## src/rtl/uart_ascii_accumulator_if.sv

```systemverilog
// Byte-stream bundle between the UART RX/TX paths and the ASCII accumulator.
// rx_valid is a one-cycle strobe with no back-pressure; a TX byte transfers on any
// rising edge where tx_valid && tx_ready, and tx_valid/tx_data hold until then.
interface uart_ascii_accumulator_if;
   logic [7:0] rx_data;
   logic       rx_valid;
   logic [7:0] tx_data;
   logic       tx_valid;
   logic       tx_ready;

   modport master (
      output rx_data, rx_valid, tx_ready,
      input  tx_data, tx_valid
   );

   modport slave (
      input  rx_data, rx_valid, tx_ready,
      output tx_data, tx_valid
   );
endinterface

```

## src/rtl/uart_ascii_accumulator.sv

```systemverilog
// ASCII hex-digit accumulator: decodes RX bytes into add/sub/reset commands and
// reports each new accumulator value over TX as uppercase hex, optionally CR-terminated.
module uart_ascii_accumulator #(
   parameter int ACC_W        = 8,
   parameter int SATURATE     = 0,
   parameter int ECHO_CR      = 1,
   parameter int ACCEPT_LOWER = 1
) (
   input  logic                      CLOCK_50,
   input  logic                      Reset_n,
   input  logic                      clr,
   uart_ascii_accumulator_if.slave   bus,
   output logic [ACC_W-1:0]          acc,
   output logic [3:0]                last_digit,
   output logic                      digit_stb,
   output logic                      ovf,
   output logic                      busy,
   output logic [1:0]                dbg_state
);

   localparam int NIB   = ACC_W / 4;
   localparam int IDX_W = (NIB > 1) ? $clog2(NIB) : 1;

   typedef enum logic [1:0] {S_IDLE = 2'd0, S_LOAD = 2'd1, S_SEND = 2'd2, S_CR = 2'd3} state_t;

   state_t             state_q, state_d;
   logic [ACC_W-1:0]   acc_q, acc_d;
   logic               ovf_q, ovf_d;
   logic               op_sub_q, op_sub_d;
   logic [3:0]         last_digit_q, last_digit_d;
   logic               digit_stb_q, digit_stb_d;
   logic               pending_q, pending_d;
   logic [ACC_W-1:0]   snap_q, snap_d;
   logic [IDX_W-1:0]   idx_q, idx_d;

   logic               is_digit, is_plus, is_minus, is_reset, req_now, hs;
   logic [3:0]         digit_val, tx_nib;
   logic [ACC_W:0]     sum_ext;

   // Command decode; clr masks the byte entirely.
   always_comb begin
      is_digit  = 1'b0;
      is_plus   = 1'b0;
      is_minus  = 1'b0;
      is_reset  = 1'b0;
      digit_val = 4'd0;
      if (bus.rx_valid && !clr) begin
         if (bus.rx_data >= 8'h30 && bus.rx_data <= 8'h39) begin
            is_digit  = 1'b1;
            digit_val = bus.rx_data[3:0];
         end else if (bus.rx_data >= 8'h41 && bus.rx_data <= 8'h46) begin
            is_digit  = 1'b1;
            digit_val = bus.rx_data[3:0] + 4'd9;
         end else if (ACCEPT_LOWER != 0 && bus.rx_data >= 8'h61 && bus.rx_data <= 8'h66) begin
            is_digit  = 1'b1;
            digit_val = bus.rx_data[3:0] + 4'd9;
         end else if (bus.rx_data == 8'h2B) begin
            is_plus = 1'b1;
         end else if (bus.rx_data == 8'h2D) begin
            is_minus = 1'b1;
         end else if (bus.rx_data == 8'h52 || bus.rx_data == 8'h72) begin
            is_reset = 1'b1;
         end
      end
   end

   assign req_now = is_digit || is_reset;
   assign sum_ext = op_sub_q ? ({1'b0, acc_q} - {{(ACC_W-3){1'b0}}, digit_val})
                             : ({1'b0, acc_q} + {{(ACC_W-3){1'b0}}, digit_val});

   // sum_ext[ACC_W] is the carry on add and the borrow on sub.
   always_comb begin
      acc_d        = acc_q;
      ovf_d        = ovf_q;
      op_sub_d     = op_sub_q;
      last_digit_d = last_digit_q;
      digit_stb_d  = 1'b0;
      if (clr) begin
         acc_d    = '0;
         ovf_d    = 1'b0;
         op_sub_d = 1'b0;
      end else if (is_digit) begin
         digit_stb_d  = 1'b1;
         last_digit_d = digit_val;
         acc_d        = sum_ext[ACC_W-1:0];
         if (sum_ext[ACC_W]) begin
            ovf_d = 1'b1;
            if (SATURATE != 0) acc_d = op_sub_q ? '0 : '1;
         end
      end else if (is_reset) begin
         acc_d = '0;
         ovf_d = 1'b0;
      end else if (is_plus) begin
         op_sub_d = 1'b0;
      end else if (is_minus) begin
         op_sub_d = 1'b1;
      end
   end

   // A request arriving in LOAD or later postdates the snapshot, so it must stay pending.
   always_comb begin
      if (clr)                              pending_d = 1'b0;
      else if (req_now && state_q != S_IDLE) pending_d = 1'b1;
      else if (state_q == S_LOAD)           pending_d = 1'b0;
      else                                  pending_d = pending_q;
   end

   assign hs = (state_q == S_SEND || state_q == S_CR) && bus.tx_ready;

   always_comb begin
      snap_d = snap_q;
      idx_d  = idx_q;
      if (state_q == S_LOAD) begin
         snap_d = acc_q;
         idx_d  = IDX_W'(NIB - 1);
      end else if (state_q == S_SEND && hs) begin
         snap_d = snap_q << 4;
         if (idx_q != '0) idx_d = idx_q - 1'b1;
      end
   end

   always_ff @(posedge CLOCK_50 or negedge Reset_n) begin
      if (!Reset_n) begin
         acc_q        <= '0;
         ovf_q        <= 1'b0;
         op_sub_q     <= 1'b0;
         last_digit_q <= 4'd0;
         digit_stb_q  <= 1'b0;
         pending_q    <= 1'b0;
         snap_q       <= '0;
         idx_q        <= '0;
      end else begin
         acc_q        <= acc_d;
         ovf_q        <= ovf_d;
         op_sub_q     <= op_sub_d;
         last_digit_q <= last_digit_d;
         digit_stb_q  <= digit_stb_d;
         pending_q    <= pending_d;
         snap_q       <= snap_d;
         idx_q        <= idx_d;
      end
   end

   always_ff @(posedge CLOCK_50 or negedge Reset_n) begin
      if (!Reset_n) state_q <= S_IDLE;
      else          state_q <= state_d;
   end

   always_comb begin
      state_d = state_q;
      case (state_q)
         S_IDLE: if (req_now || (pending_q && !clr)) state_d = S_LOAD;
         S_LOAD: state_d = S_SEND;
         S_SEND: if (hs && idx_q == '0) state_d = (ECHO_CR != 0) ? S_CR : S_IDLE;
         S_CR:   if (hs) state_d = S_IDLE;
         default: state_d = S_IDLE;
      endcase
   end

   assign tx_nib = snap_q[ACC_W-1 -: 4];

   always_comb begin
      bus.tx_valid = 1'b0;
      bus.tx_data  = 8'h00;
      case (state_q)
         S_SEND: begin
            bus.tx_valid = 1'b1;
            bus.tx_data  = (tx_nib < 4'd10) ? {4'h3, tx_nib} : (8'h37 + {4'h0, tx_nib});
         end
         S_CR: begin
            bus.tx_valid = 1'b1;
            bus.tx_data  = 8'h0D;
         end
         default: begin
            bus.tx_valid = 1'b0;
            bus.tx_data  = 8'h00;
         end
      endcase
   end

   assign acc        = acc_q;
   assign ovf        = ovf_q;
   assign last_digit = last_digit_q;
   assign digit_stb  = digit_stb_q;
   assign busy       = (state_q != S_IDLE);
   assign dbg_state  = state_q;

endmodule

```

## src/flat_wrapper.sv

```systemverilog
// flat-port wrapper written by rule: the top's interface ports become plain ports
module uart_ascii_accumulator_flat 
#(
   parameter int ACC_W        = 8,
   parameter int SATURATE     = 0,
   parameter int ECHO_CR      = 1,
   parameter int ACCEPT_LOWER = 1
)
  (CLOCK_50, Reset_n, clr, acc, last_digit, digit_stb, ovf, busy, dbg_state, bus_rx_data, bus_rx_valid, bus_tx_ready, bus_tx_data, bus_tx_valid);
  uart_ascii_accumulator_if bus_i ();
  input  logic CLOCK_50;
  input  logic Reset_n;
  input  logic clr;
  output logic [ACC_W-1:0] acc;
  output logic [3:0] last_digit;
  output logic digit_stb;
  output logic ovf;
  output logic busy;
  output logic [1:0] dbg_state;
  input wire logic [$bits(bus_i.rx_data)-1:0] bus_rx_data;
  input wire logic [$bits(bus_i.rx_valid)-1:0] bus_rx_valid;
  input wire logic [$bits(bus_i.tx_ready)-1:0] bus_tx_ready;
  output wire logic [$bits(bus_i.tx_data)-1:0] bus_tx_data;
  output wire logic [$bits(bus_i.tx_valid)-1:0] bus_tx_valid;
  assign bus_i.rx_data = bus_rx_data;
  assign bus_i.rx_valid = bus_rx_valid;
  assign bus_i.tx_ready = bus_tx_ready;
  assign bus_tx_data = bus_i.tx_data;
  assign bus_tx_valid = bus_i.tx_valid;
  uart_ascii_accumulator #(.ACC_W(ACC_W), .SATURATE(SATURATE), .ECHO_CR(ECHO_CR), .ACCEPT_LOWER(ACCEPT_LOWER)) u_core (.CLOCK_50(CLOCK_50), .Reset_n(Reset_n), .clr(clr), .bus(bus_i), .acc(acc), .last_digit(last_digit), .digit_stb(digit_stb), .ovf(ovf), .busy(busy), .dbg_state(dbg_state));
endmodule
```

## config.mk

```make
export PLATFORM = sky130hd
export DESIGN_NAME = uart_ascii_accumulator_flat
export DESIGN_NICKNAME = d
export VERILOG_FILES = /design/src/rtl/uart_ascii_accumulator_if.sv /design/src/rtl/uart_ascii_accumulator.sv /design/src/flat_wrapper.sv
export SDC_FILE = /design/constraint.sdc
export NUM_CORES = 1
export LEC_CHECK = 0
export ABC_CLOCK_PERIOD_IN_PS = 2050
export CORE_ASPECT_RATIO = 1.1
export CORE_MARGIN = 2
export CORE_UTILIZATION = 47
export CTS_CLUSTER_DIAMETER = 80
export DETAILED_ROUTE_END_ITERATION = 8
export PLACE_DENSITY = 0.86
export SETUP_SLACK_MARGIN = 0.15
export SLEW_MARGIN = 20
export SYNTH_ARGS = -nofsm -noshare
export SYNTH_HDL_FRONTEND = slang
export SYNTH_SLANG_ARGS = --single-unit
```

## constraint.sdc

```tcl
create_clock -name CLOCK_50 -period 2.05 [get_ports CLOCK_50]
set_input_delay 0.205 -clock CLOCK_50 [delete_from_list [all_inputs] [get_ports CLOCK_50]]
set_output_delay 0.205 -clock CLOCK_50 [all_outputs]
set_load 0.01 [all_outputs]
```

Word-level counts from Yosys, hierarchy flattened:

Cells that the tools add are included.

* add/subtract/negate cells: 5
* magnitude comparators: 7
* equal/unequal tests: 13
* multiplexer cells: 56
* bitwise logic cells: 2
* reductions and logical operators: 25

Operator list (number)
* 8-bit two-way mux: 6
* 1-bit two-way mux: 40
* 8-bit by 6-bit == test with 1-bit output, second input constant: 2
* 8-bit by 7-bit == test with 1-bit output, second input constant: 2
* 8-bit by 7-bit greater-or-equal comparator with 1-bit output, second input constant: 2
* 8-bit by 7-bit less-or-equal comparator with 1-bit output, second input constant: 2
* 4-bit two-way mux: 4
* 8-bit one-hot mux with 2 select lines: 1
* 8-bit by 4-bit adder with 9-bit output: 1
* 1-bit logical AND: 9
* 9-bit two-way mux: 1
* 3-bit nonzero test: 3
* 8-bit by 4-bit subtractor with 9-bit output: 1
* 8-bit by 6-bit greater-or-equal comparator with 1-bit output, second input constant: 1
* 8-bit by 6-bit less-or-equal comparator with 1-bit output, second input constant: 1
* 2-bit one-hot mux with 4 select lines: 1
* 6-bit by 4-bit adder with 7-bit output, first input constant: 1
* 2-bit two-way mux: 3
* 2-bit != test, second input constant: 3
* 3-bit AND reduction: 2
* 4-bit adder, second input constant: 1
* 2-bit == test, second input constant: 2
* 1-bit logical OR: 4
* 4-bit less-than comparator, second input constant: 1
* 10 further kinds: 14

* register bits after elaboration: 27
* bits of input ports: 13
* word-level logic and storage cells: 117

Longest topological paths before layout:

Gate-level depths: netlist of run 1.

* depth in word-level cells: 13
* mapped depth: 18
* gate-level depth less buffers: 18

Worst setup path after synthesis of run 1:

No wires, ideal clock.

* path type: input port to flip-flop
* start point: input port bus_rx_data[0]
* end point: register u_core.ovf_q (netlist: u_core.ovf)
* library setup time: 0.119 ns
* arrival: 3.143 ns
* data required time: 1.931 ns
* setup slack: -1.212 ns
* cell stages on the path: 18
* buffers on the path: 0
* path through: inv_1 -> ha_1 -> nor3b_2 -> nor4b_4 -> or2_1 -> nand3b_4 -> nor2_2 -> inv_1 -> ha_1 -> nor2_1 -> xor2_1 -> ha_1 -> nor2b_1 -> o2111ai_1 -> nand3_1 -> o41a_1 -> xor2_1 -> o21ai_2

* elaborated cells on any way between the ends: 38
* those cells by class: 3 x add/sub; 6 x order compare; 5 x eq/ne; 18 x mux; 6 x reduce/logical

RTL lines
* from (decl): RTL line flat_wrapper.sv:20 `input wire logic [$bits(bus_i.rx_data)-1:0] bus_rx_data;`
* 8-bit by 7-bit greater-or-equal comparator with 1-bit output or 8-bit by 7-bit less-or-equal comparator with 1-bit output (tied branches): RTL line uart_ascii_accumulator.sv:54 `end else if (ACCEPT_LOWER != 0 && bus.rx_data >= 8'h61 && bus.rx_data <= 8'h66) begin`
* 1-bit logical AND: RTL line uart_ascii_accumulator.sv:54
* 4-bit two-way mux: RTL line uart_ascii_accumulator.sv:54
* 4-bit two-way mux: RTL line uart_ascii_accumulator.sv:51 `end else if (bus.rx_data >= 8'h41 && bus.rx_data <= 8'h46) begin`
* 4-bit two-way mux (*): RTL line uart_ascii_accumulator.sv:48 `if (bus.rx_data >= 8'h30 && bus.rx_data <= 8'h39) begin`
* 4-bit two-way mux (*): RTL line uart_ascii_accumulator.sv:47 `if (bus.rx_valid && !clr) begin`
* net u_core.digit_val[0]: RTL line uart_ascii_accumulator.sv:37 `logic [3:0] digit_val, tx_nib;`
* 8-bit by 4-bit adder with 9-bit output or 8-bit by 4-bit subtractor with 9-bit output (tied branches): RTL line uart_ascii_accumulator.sv:69, uart_ascii_accumulator.sv:68
* 9-bit two-way mux (*): RTL line uart_ascii_accumulator.sv:68 `assign sum_ext = op_sub_q ? ({1'b0, acc_q} - {{(ACC_W-3){1'b0}}, digit_val})`
* 3-bit != test (no line) (*)
* 2-bit AND reduction (no line) (*)
* to (signal assigned): RTL line uart_ascii_accumulator.sv:134 `ovf_q <= ovf_d;`
* to (decl): RTL line uart_ascii_accumulator.sv:28 `logic ovf_q, ovf_d;`

Mark *: on every way through the listed nets, which the timed path passes. The rest lies on a longest branch.
A chain may end at the register's enable or synchronous reset.

Worst setup path in the final report of run 1:

* start point: input port bus_rx_data[2]
* end point: register u_core.acc_q[7] (netlist: u_core.acc[7])

* cells in the longest elaborated chain, start to end: 10
* elaborated cells on any way between the ends: 36
* those cells by class: 3 x add/sub; 6 x order compare; 4 x eq/ne; 18 x mux; 5 x reduce/logical

RTL lines
* 8-bit by 7-bit greater-or-equal comparator with 1-bit output (tied with other cells): RTL line uart_ascii_accumulator.sv:54
* 1-bit logical AND or 1-bit logical OR (tied branches): RTL line uart_ascii_accumulator.sv:54, uart_ascii_accumulator.sv:61
* 4-bit two-way mux or 1-bit two-way mux (tied branches): RTL line uart_ascii_accumulator.sv:54, uart_ascii_accumulator.sv:61
* 4-bit two-way mux or 1-bit two-way mux (tied branches): RTL line uart_ascii_accumulator.sv:51, uart_ascii_accumulator.sv:59
* 4-bit two-way mux or 1-bit two-way mux (tied branches): RTL line uart_ascii_accumulator.sv:48, uart_ascii_accumulator.sv:57
* 4-bit two-way mux or 1-bit two-way mux (tied branches): RTL line uart_ascii_accumulator.sv:47, uart_ascii_accumulator.sv:54
* 8-bit by 4-bit adder with 9-bit output (tied with other cells): RTL line uart_ascii_accumulator.sv:69 `: ({1'b0, acc_q} + {{(ACC_W-3){1'b0}}, digit_val});`
* 9-bit two-way mux or 1-bit two-way mux (tied branches): RTL line uart_ascii_accumulator.sv:68, uart_ascii_accumulator.sv:48
* 8-bit two-way mux or 1-bit two-way mux (tied branches): RTL line uart_ascii_accumulator.sv:82, uart_ascii_accumulator.sv:47
* 8-bit two-way mux or 3-bit nonzero test (tied branches)
* to (signal assigned): RTL line uart_ascii_accumulator.sv:124 `acc_q <= '0;`
* to (signal assigned): RTL line uart_ascii_accumulator.sv:133 `acc_q <= acc_d;`
* to (decl): RTL line uart_ascii_accumulator.sv:27 `logic [ACC_W-1:0] acc_q, acc_d;`

Parallel ways exist; a longest one is shown, timed or not.

==> flow_summary.json, run 1 <==
{
  "nets": 365,
  "io_buffers": 37,
  "first_pass_iters": 4,
  "ys_seq_area_frac": 0.3281,
  "rsz0062_at_grt": "yes",
  "routedWlPerCell_um": 16.70,
  "final_cell_mix": "buf_4 (60), nand2_1 (35), dfrtp_1 (26)",
  "hold_viol": 0,
  "rr_endpoint": "u_core.acc[7]$_DFFE_PN0P_",
  "place_inst": 364,
  "diodes": 0,
  "drt_iter0_drc": 136,
  "globalRouteTotalUtil": 0.2455,
  "ys.warnings.count": 0,
  "pwr_density_cell_nw_per_um2": 601.8,
  "viasPerCell": 5.530,
  "fin_crit_ps": 3069,
  "crit_path_max_incr_delay_ps": 380,
  "mostFrequentLayoutCell": "buf_4",
  "cellLeakagePower_nw": 1.557,
  "io_pins": 39,
  "grt_pass1_wl_um": 9287,
  "clkTransAtPathRegs_ps": 100,
  "cts_sinks": 27,
  "hold_class": "in -> async",
  "final_util": 0.7732,
  "required_ps": 2250,
  "worst_pin_slew_ps": 602.9,
  "die-area_um2": 4928,
  "overflow": 0,
  "syn-num-nets": 264,
  "fin_crit_sh": 1.497,
  "maxCapViolations": 0,
  "ir_drop_v": 0.0004997,
  "ant_nets": 0,
  "whs_ps": 269.5,
  "place_hpwl_um": 3917,
  "grtUsageMet1": 0.3003,
  "syn_area_um2": 2059,
  "fin_total_pwr_mw": 1.979,
  "cp_slowest_cell": "a31oi_1",
  "num_vias": 2129,
  "synth_seq_cells": 27,
  "finalNonFillerCells": 385,
  "cp_data_arrival_time_ps": 3260,
  "die_x_um": 67.12,
  "use_met2": 0.4565,
  "reg2reg_depth": 9,
  "violations": "negative setup slack",
  "area_delta_synth_final_pct": 59.72,
  "regToRegSetupSlack_ps": -250,
  "cts-root-buf": "clkbuf_8",
  "grt_pass1_vias": 1999,
  "cts_tree": "built",
  "cts-buffers-inserted": 3,
  "slew_headroom": 0.5938,
  "synth-edff-count": 0,
  "htreeDepth": 1,
  "startpoint_type": "primary input",
  "insertion_delay_ps": 290,
  "fin_skew_ps": 4.240,
  "start_util": 0.4841,
  "final-setup-viol-count": 8,
  "cts_hold_buf": 0,
  "detailed_place.area_um2": 2845,
  "gr-usage-met3": 0.02450,
  "status": "complete, but fails checks",
  "num-fill-cells": 279,
  "syn_avg_cell_area_um2": 8.915,
  "final_max_slew_viol_count": 0,
  "synth_cell_types": 51,
  "rr_startpoint": "u_core.op_sub_q$_DFFE_PN0P_",
  "die_h_um": 73.43,
  "drc": 0,
  "finalInstanceArea_um2": 3289,
  "rows": 25,
  "drive_gt1_frac": 0.4048,
  "cp_cell_sequence": "clkdlybuf4s15_1, o21bai_4, a21oi_4, buf_6, nor3_1, a31oi_1, buf_4, nor2_1, a211o_1, ha_1, buf_4, nor3_1, nor2_1, o41ai_2, xor2_1, o21ai_2",
  "fmax_mhz": 325.8,
  "clk_path_buf_depth": 2,
  "syn_inst": 231,
  "antenna_found_initial": 0,
  "crit_path_max_fanout": 4,
  "core_um2": 4254,
  "drt-total-wl_um": 6428,
  "place.gp.congestion": 0.9314,
  "synthFlopType": "dfrtp_1",
  "path_class": "in -> reg",
  "grt_max_degree": 28,
  "busiest_layer": "met2",
  "fin_ws_ps": -1019,
  "end_kind": "register",
  "synthArstFlopShare": 1.000
}
cells in the mapped netlist, types with 2 or more instances:
| cell | number | share of area |
|---|---|---|
| xor2_1 | 6 | 0.026 |
| a31oi_1 | 2 | 0.0061 |
| a21oi_1 | 6 | 0.015 |
| a2bb2oi_1 | 2 | 0.0085 |
| nor3_1 | 5 | 0.012 |
| inv_1 | 15 | 0.027 |
| nand2b_1 | 4 | 0.012 |
| nand3_1 | 3 | 0.0073 |
| a21o_1 | 7 | 0.026 |
| o21ai_2 | 9 | 0.038 |
| o21ai_0 | 20 | 0.049 |
| or2_2 | 2 | 0.0061 |
| mux2i_1 | 7 | 0.034 |
| ha_1 | 19 | 0.12 |
| nand2_1 | 35 | 0.064 |
| and2_1 | 3 | 0.0091 |
| nor2b_1 | 4 | 0.012 |
| clkbuf_1 | 4 | 0.0073 |
| xnor2_1 | 4 | 0.017 |
| nor2_1 | 17 | 0.031 |
| dfrtp_1 | 27 | 0.33 |
registers in the layout, summed over array words and instances (netlist names):
register	flops
u_core.acc	8
u_core.dbg_state	2
u_core.digit_stb	1
u_core.idx_q	1
u_core.last_digit	4
u_core.op_sub_q	1
u_core.ovf	1
u_core.pending_q	1
u_core.snap_q	8
stage by stage:
stage | worst slack, ps | setup TNS [ps]
2_1_floorplan | -1148 | -6772
3_3_place_gp | -1610 | -12750
6_report | -1019 | -5999
4_1_cts | -980.3 | -5493
5_1_grt | -1127 | -6967
3_5_place_dp | -1752 | -14060
kinds of logic (layout without fill, tap and decap cells):
logic type                 after synthesis  after routing  synth area share
other                                    1              1          0.001821
DFF                                     27             27            0.3281
AOI/OAI and AO/OA                       57             57            0.1938
xor gates and xnor gates                10             10           0.04253
muxes                                    9              9           0.04678
adders and majority gates               20             20            0.1252
buffers and inverters                   23            123           0.04738
and+or+nand+nor                         84             84            0.2145
critical path, delay by kind of cell:
family / cells / cell delay, ps
AO/OA/AOI/OAI: 6 / 1250
AND/OR/NAND/NOR: 4 / 460
buffers and inverters: 4 / 810
adder cells (fa/ha/maj): 1 / 350
XOR/XNOR: 1 / 200
where the power goes:
part           internal (mW)  total [mW]  switching, mW
Combinational          0.536       0.990          0.453
Clock                  0.144       0.339          0.195
Sequential             0.593       0.651         0.0583
what timing repair did:
item | in CTS | in global routing
pin swaps | 23 | 18
endpoints found under the setup margin | 23 | 15
buffers inserted | 11 | 6
gates resized for setup | 78 | 21
endpoints found under the hold margin | 0 | 0
layer usage:
layer	part of all wire	vias to the layer above
li1	-	995
met1	0.37	1002
met2	0.53	103
met3	0.057	29
met4	0.042	0
met5	0	-
worst max path at each step:
| stage | to | start | cells past startpoint |
|---|---|---|---|
| CTS | u_core.ovf$_DFFE_PN0P_ | bus_rx_data[3] | 17 |
| finish | u_core.acc[7]$_DFFE_PN0P_ | bus_rx_data[2] | 16 |
| floorplan | u_core.ovf$_DFFE_PN0P_ | bus_rx_data[0] | 18 |
| global route | u_core.ovf$_DFFE_PN0P_ | bus_rx_data[7] | 17 |
| global placement | u_core.ovf$_DFFE_PN0P_ | bus_rx_data[0] | 19 |
| detailed placement | u_core.ovf$_DFFE_PN0P_ | bus_rx_data[0] | 19 |
layout make-up:
type	count	area (um2)	area share
timing repair buffer	103	890.9	0.2708
inverter	16	67.56	0.02054
tap	54	67.56	0.02054
clock buffer	3	41.29	0.01255
multi-input combinational	181	1536	0.4671
clock inverter	1	8.758	0.002663
sequential	27	676.9	0.2058
(Power assumes the default switching activity.)
==> run 2, diff against run 1 <==
- SLEW_MARGIN: 20 -> not set
==> results of run 2 <==
No change in the layout: final DEF, timing and power equal those of run 1.
==> run 3, diff against run 2 <==
- ABC_CLOCK_PERIOD_IN_PS: 2050 -> 3220
- CORE_UTILIZATION: 47 -> 52
- PLACE_DENSITY: 0.86 -> 0.9
- clock period: 2.05 -> 3.22 ns (I/O delays scaled with it)
==> run 3 against run 2 <==
Largest cell class unchanged. Critical path depth unchanged. Register-to-register slack better by 1100 ps. The flow still finishes with violations (negative setup slack). Worst setup slack better by 910 ps. Sequential share of layout area up 1.6 points. Clock skew down 1.4 ps. Cell count down 4.7%. Total power down 39%. First-iteration DRC count down 13%. Count of clock-buffer cells in the layout up 1. Hold slack better by 150 ps. Clock power down 42%.
==> flow_summary.json, run 3 (synthesized netlist as in run 1, its figures left out) <==
{
  "finalNonFillerCells": 367,
  "required_ps": 3430,
  "p_clk_frac": 0.163,
  "rr_endpoint": "u_core.ovf$_DFFE_PN0P_",
  "violations": "negative setup slack",
  "grt_max_degree": 28,
  "htreeDepth": 1,
  "tns_ps": -163.3,
  "place_hpwl_um": 3899,
  "path_class": "in -> reg",
  "hold_viol": 0,
  "die_x_um": 64.01,
  "rsz0062_at_grt": "yes",
  "num_vias": 2045,
  "final-setup-viol-count": 3,
  "grt_pass1_vias": 2122,
  "rows": 24,
  "fin_crit_sh": 1.033,
  "drt_iter0_drc": 118,
  "io_pins": 39,
  "drive_gt1_frac": 0.3365,
  "cp_data_arrival_time_ps": 3530,
  "switching_share": 0.3433,
  "die_h_um": 70.01,
  "fin_crit_ps": 3326,
  "grt_pass1_wl_um": 9922,
  "cts-root-buf": "clkbuf_8",
  "fmax_mhz": 300.7,
  "startpoint_type": "primary input",
  "place.gp.congestion": 0.8828,
  "core_um2": 3874,
  "mostFrequentLayoutCell": "buf_4",
  "antenna_found_initial": 0,
  "diodes": 0,
  "crit_path_max_fanout": 4,
  "worst_pin_slew_ps": 531.5,
  "place_inst": 355,
  "drc": 0,
  "maxCapViolations": 0,
  "area_delta_synth_final_pct": 47.99,
  "pwr_density_cell_nw_per_um2": 394.7,
  "reg2reg_depth": 9,
  "nets": 349,
  "hold_class": "in -> async",
  "first_pass_iters": 4,
  "globalRouteTotalUtil": 0.2801,
  "routedWlPerCell_um": 17.25,
  "cts_tree": "built",
  "power_frac_seq": 0.341,
  "cts_sinks": 27,
  "ir_drop_v": 0.0002305,
  "overflow": 0,
  "regToRegSetupSlack_ps": 830,
  "viasPerCell": 5.572,
  "start_util": 0.5317,
  "die-area_um2": 4481,
  "p_comb_frac": 0.496,
  "ant_nets": 0,
  "fin_skew_ps": 2.792,
  "final_cell_mix": "buf_4 (47), nand2_1 (35), clkdlybuf4s50_1 (29)",
  "p_int_mw": 0.7901,
  "cts_hold_buf": 0,
  "switchingPower_mw": 0.4130,
  "cellLeakagePower_nw": 1.410,
  "clk_path_buf_depth": 2,
  "cts-buffers-inserted": 3,
  "status": "complete, but fails checks",
  "final_max_slew_viol_count": 0,
  "drt-total-wl_um": 6331,
  "clkTransAtPathRegs_ps": 90,
  "slew_headroom": 0.6419,
  "rr_startpoint": "u_core.op_sub_q$_DFFE_PN0P_",
  "insertion_delay_ps": 280,
  "io_buffers": 37,
  "fin_ws_ps": -105.6,
  "end_kind": "register"
}
-- run 3: cell count changes in the layout (fill, tap and decap cells not counted), moves of 2 or more --
cell             change
ha_4                 -5
inv_4                -2
buf_6                -3
clkdlybuf4s50_1      +8
o21ai_2              -2
dlymetal6s2s_1       -3
o21ai_0              +3
inv_1                +2
dlygate4sd2_1        -5
ha_1                 +6
buf_4               -13
-- run 3: metrics by stage --
stage | total power [mW] | utilization | worst slack [ps] | hold WS, ps | area [um2]
floorplan | 0.7200 | - | -95.03 | 26.41 | 2077
global route | 1.273 | 0.7868 | -275.9 | 468.7 | 3048
detailed placement | 0.9701 | 0.7203 | -686.5 | 473.1 | 2790
CTS | 1.189 | 0.7703 | -66.72 | 433.1 | 2984
finish | 1.203 | 0.7868 | -105.6 | 420.9 | 3048
global placement | 0.9538 | 0.7203 | -539.6 | 462.5 | 2790
-- run 3: worst max path at each step --
stage | cells after the start | start | to | slack (ps)
5_1_grt | 16 | bus_rx_data[0] | u_core.ovf$_DFFE_PN0P_ | -280
2_1_floorplan | 18 | bus_rx_data[0] | u_core.ovf$_DFFE_PN0P_ | -100
3_3_place_gp | 19 | bus_rx_data[1] | u_core.ovf$_DFFE_PN0P_ | -540
3_5_place_dp | 19 | bus_rx_data[1] | u_core.ovf$_DFFE_PN0P_ | -690
4_1_cts | 17 | bus_rx_data[3] | u_core.ovf$_DFFE_PN0P_ | -70
6_report | 16 | bus_rx_data[0] | u_core.ovf$_DFFE_PN0P_ | -110
-- run 3: final cells by class --
class / count / area, um2
timing repair buffer: 87 / 764.5
clock buffer: 4 / 45.04
inverter: 16 / 62.56
tap: 52 / 65.06
fill: 225 / 825.8
sequential: 27 / 675.6
multi-input combinational: 181 / 1435
-- run 3: repair_timing --
item,CTS,global route
endpoints found under the setup margin,7,4
pin swaps,21,19
hold endpoints to repair,0,0
resized for setup,52,11
cloned,0,0
setup buffers,6,2
-- run 3: layer usage --
layer,GRT usage,wire length (um),share of wire,vias up
met5,0,0,0,-
met2,0.4907,3268,0.52,79
met1,0.3295,2514,0.40,982
li1,-,-,-,953
met3,0.03704,264,0.042,31
met4,0.1449,284,0.045,0
-- run 3: critical path, cell delays in order --
cell and delay, ps:
buf_6 100, buf_4 130, ha_4 180, buf_4 140, nor2_1 140, a21oi_1 130, o21ai_0 470, o21ai_0 230
ha_1 320, mux2i_1 70, ha_1 390, o2111ai_2 120, nand3_2 120, o41a_1 360, xor2_1 180, o21ai_2 130
-- run 3: power by group through the flow --
stage          clock [mW]  sequential [mW]  combinational, mW
5_1_grt             0.212            0.416              0.645
2_1_floorplan           0            0.422              0.298
6_report            0.196            0.411              0.596
3_3_place_gp            0            0.414              0.540
3_5_place_dp            0            0.417              0.553
4_1_cts             0.199            0.411              0.579
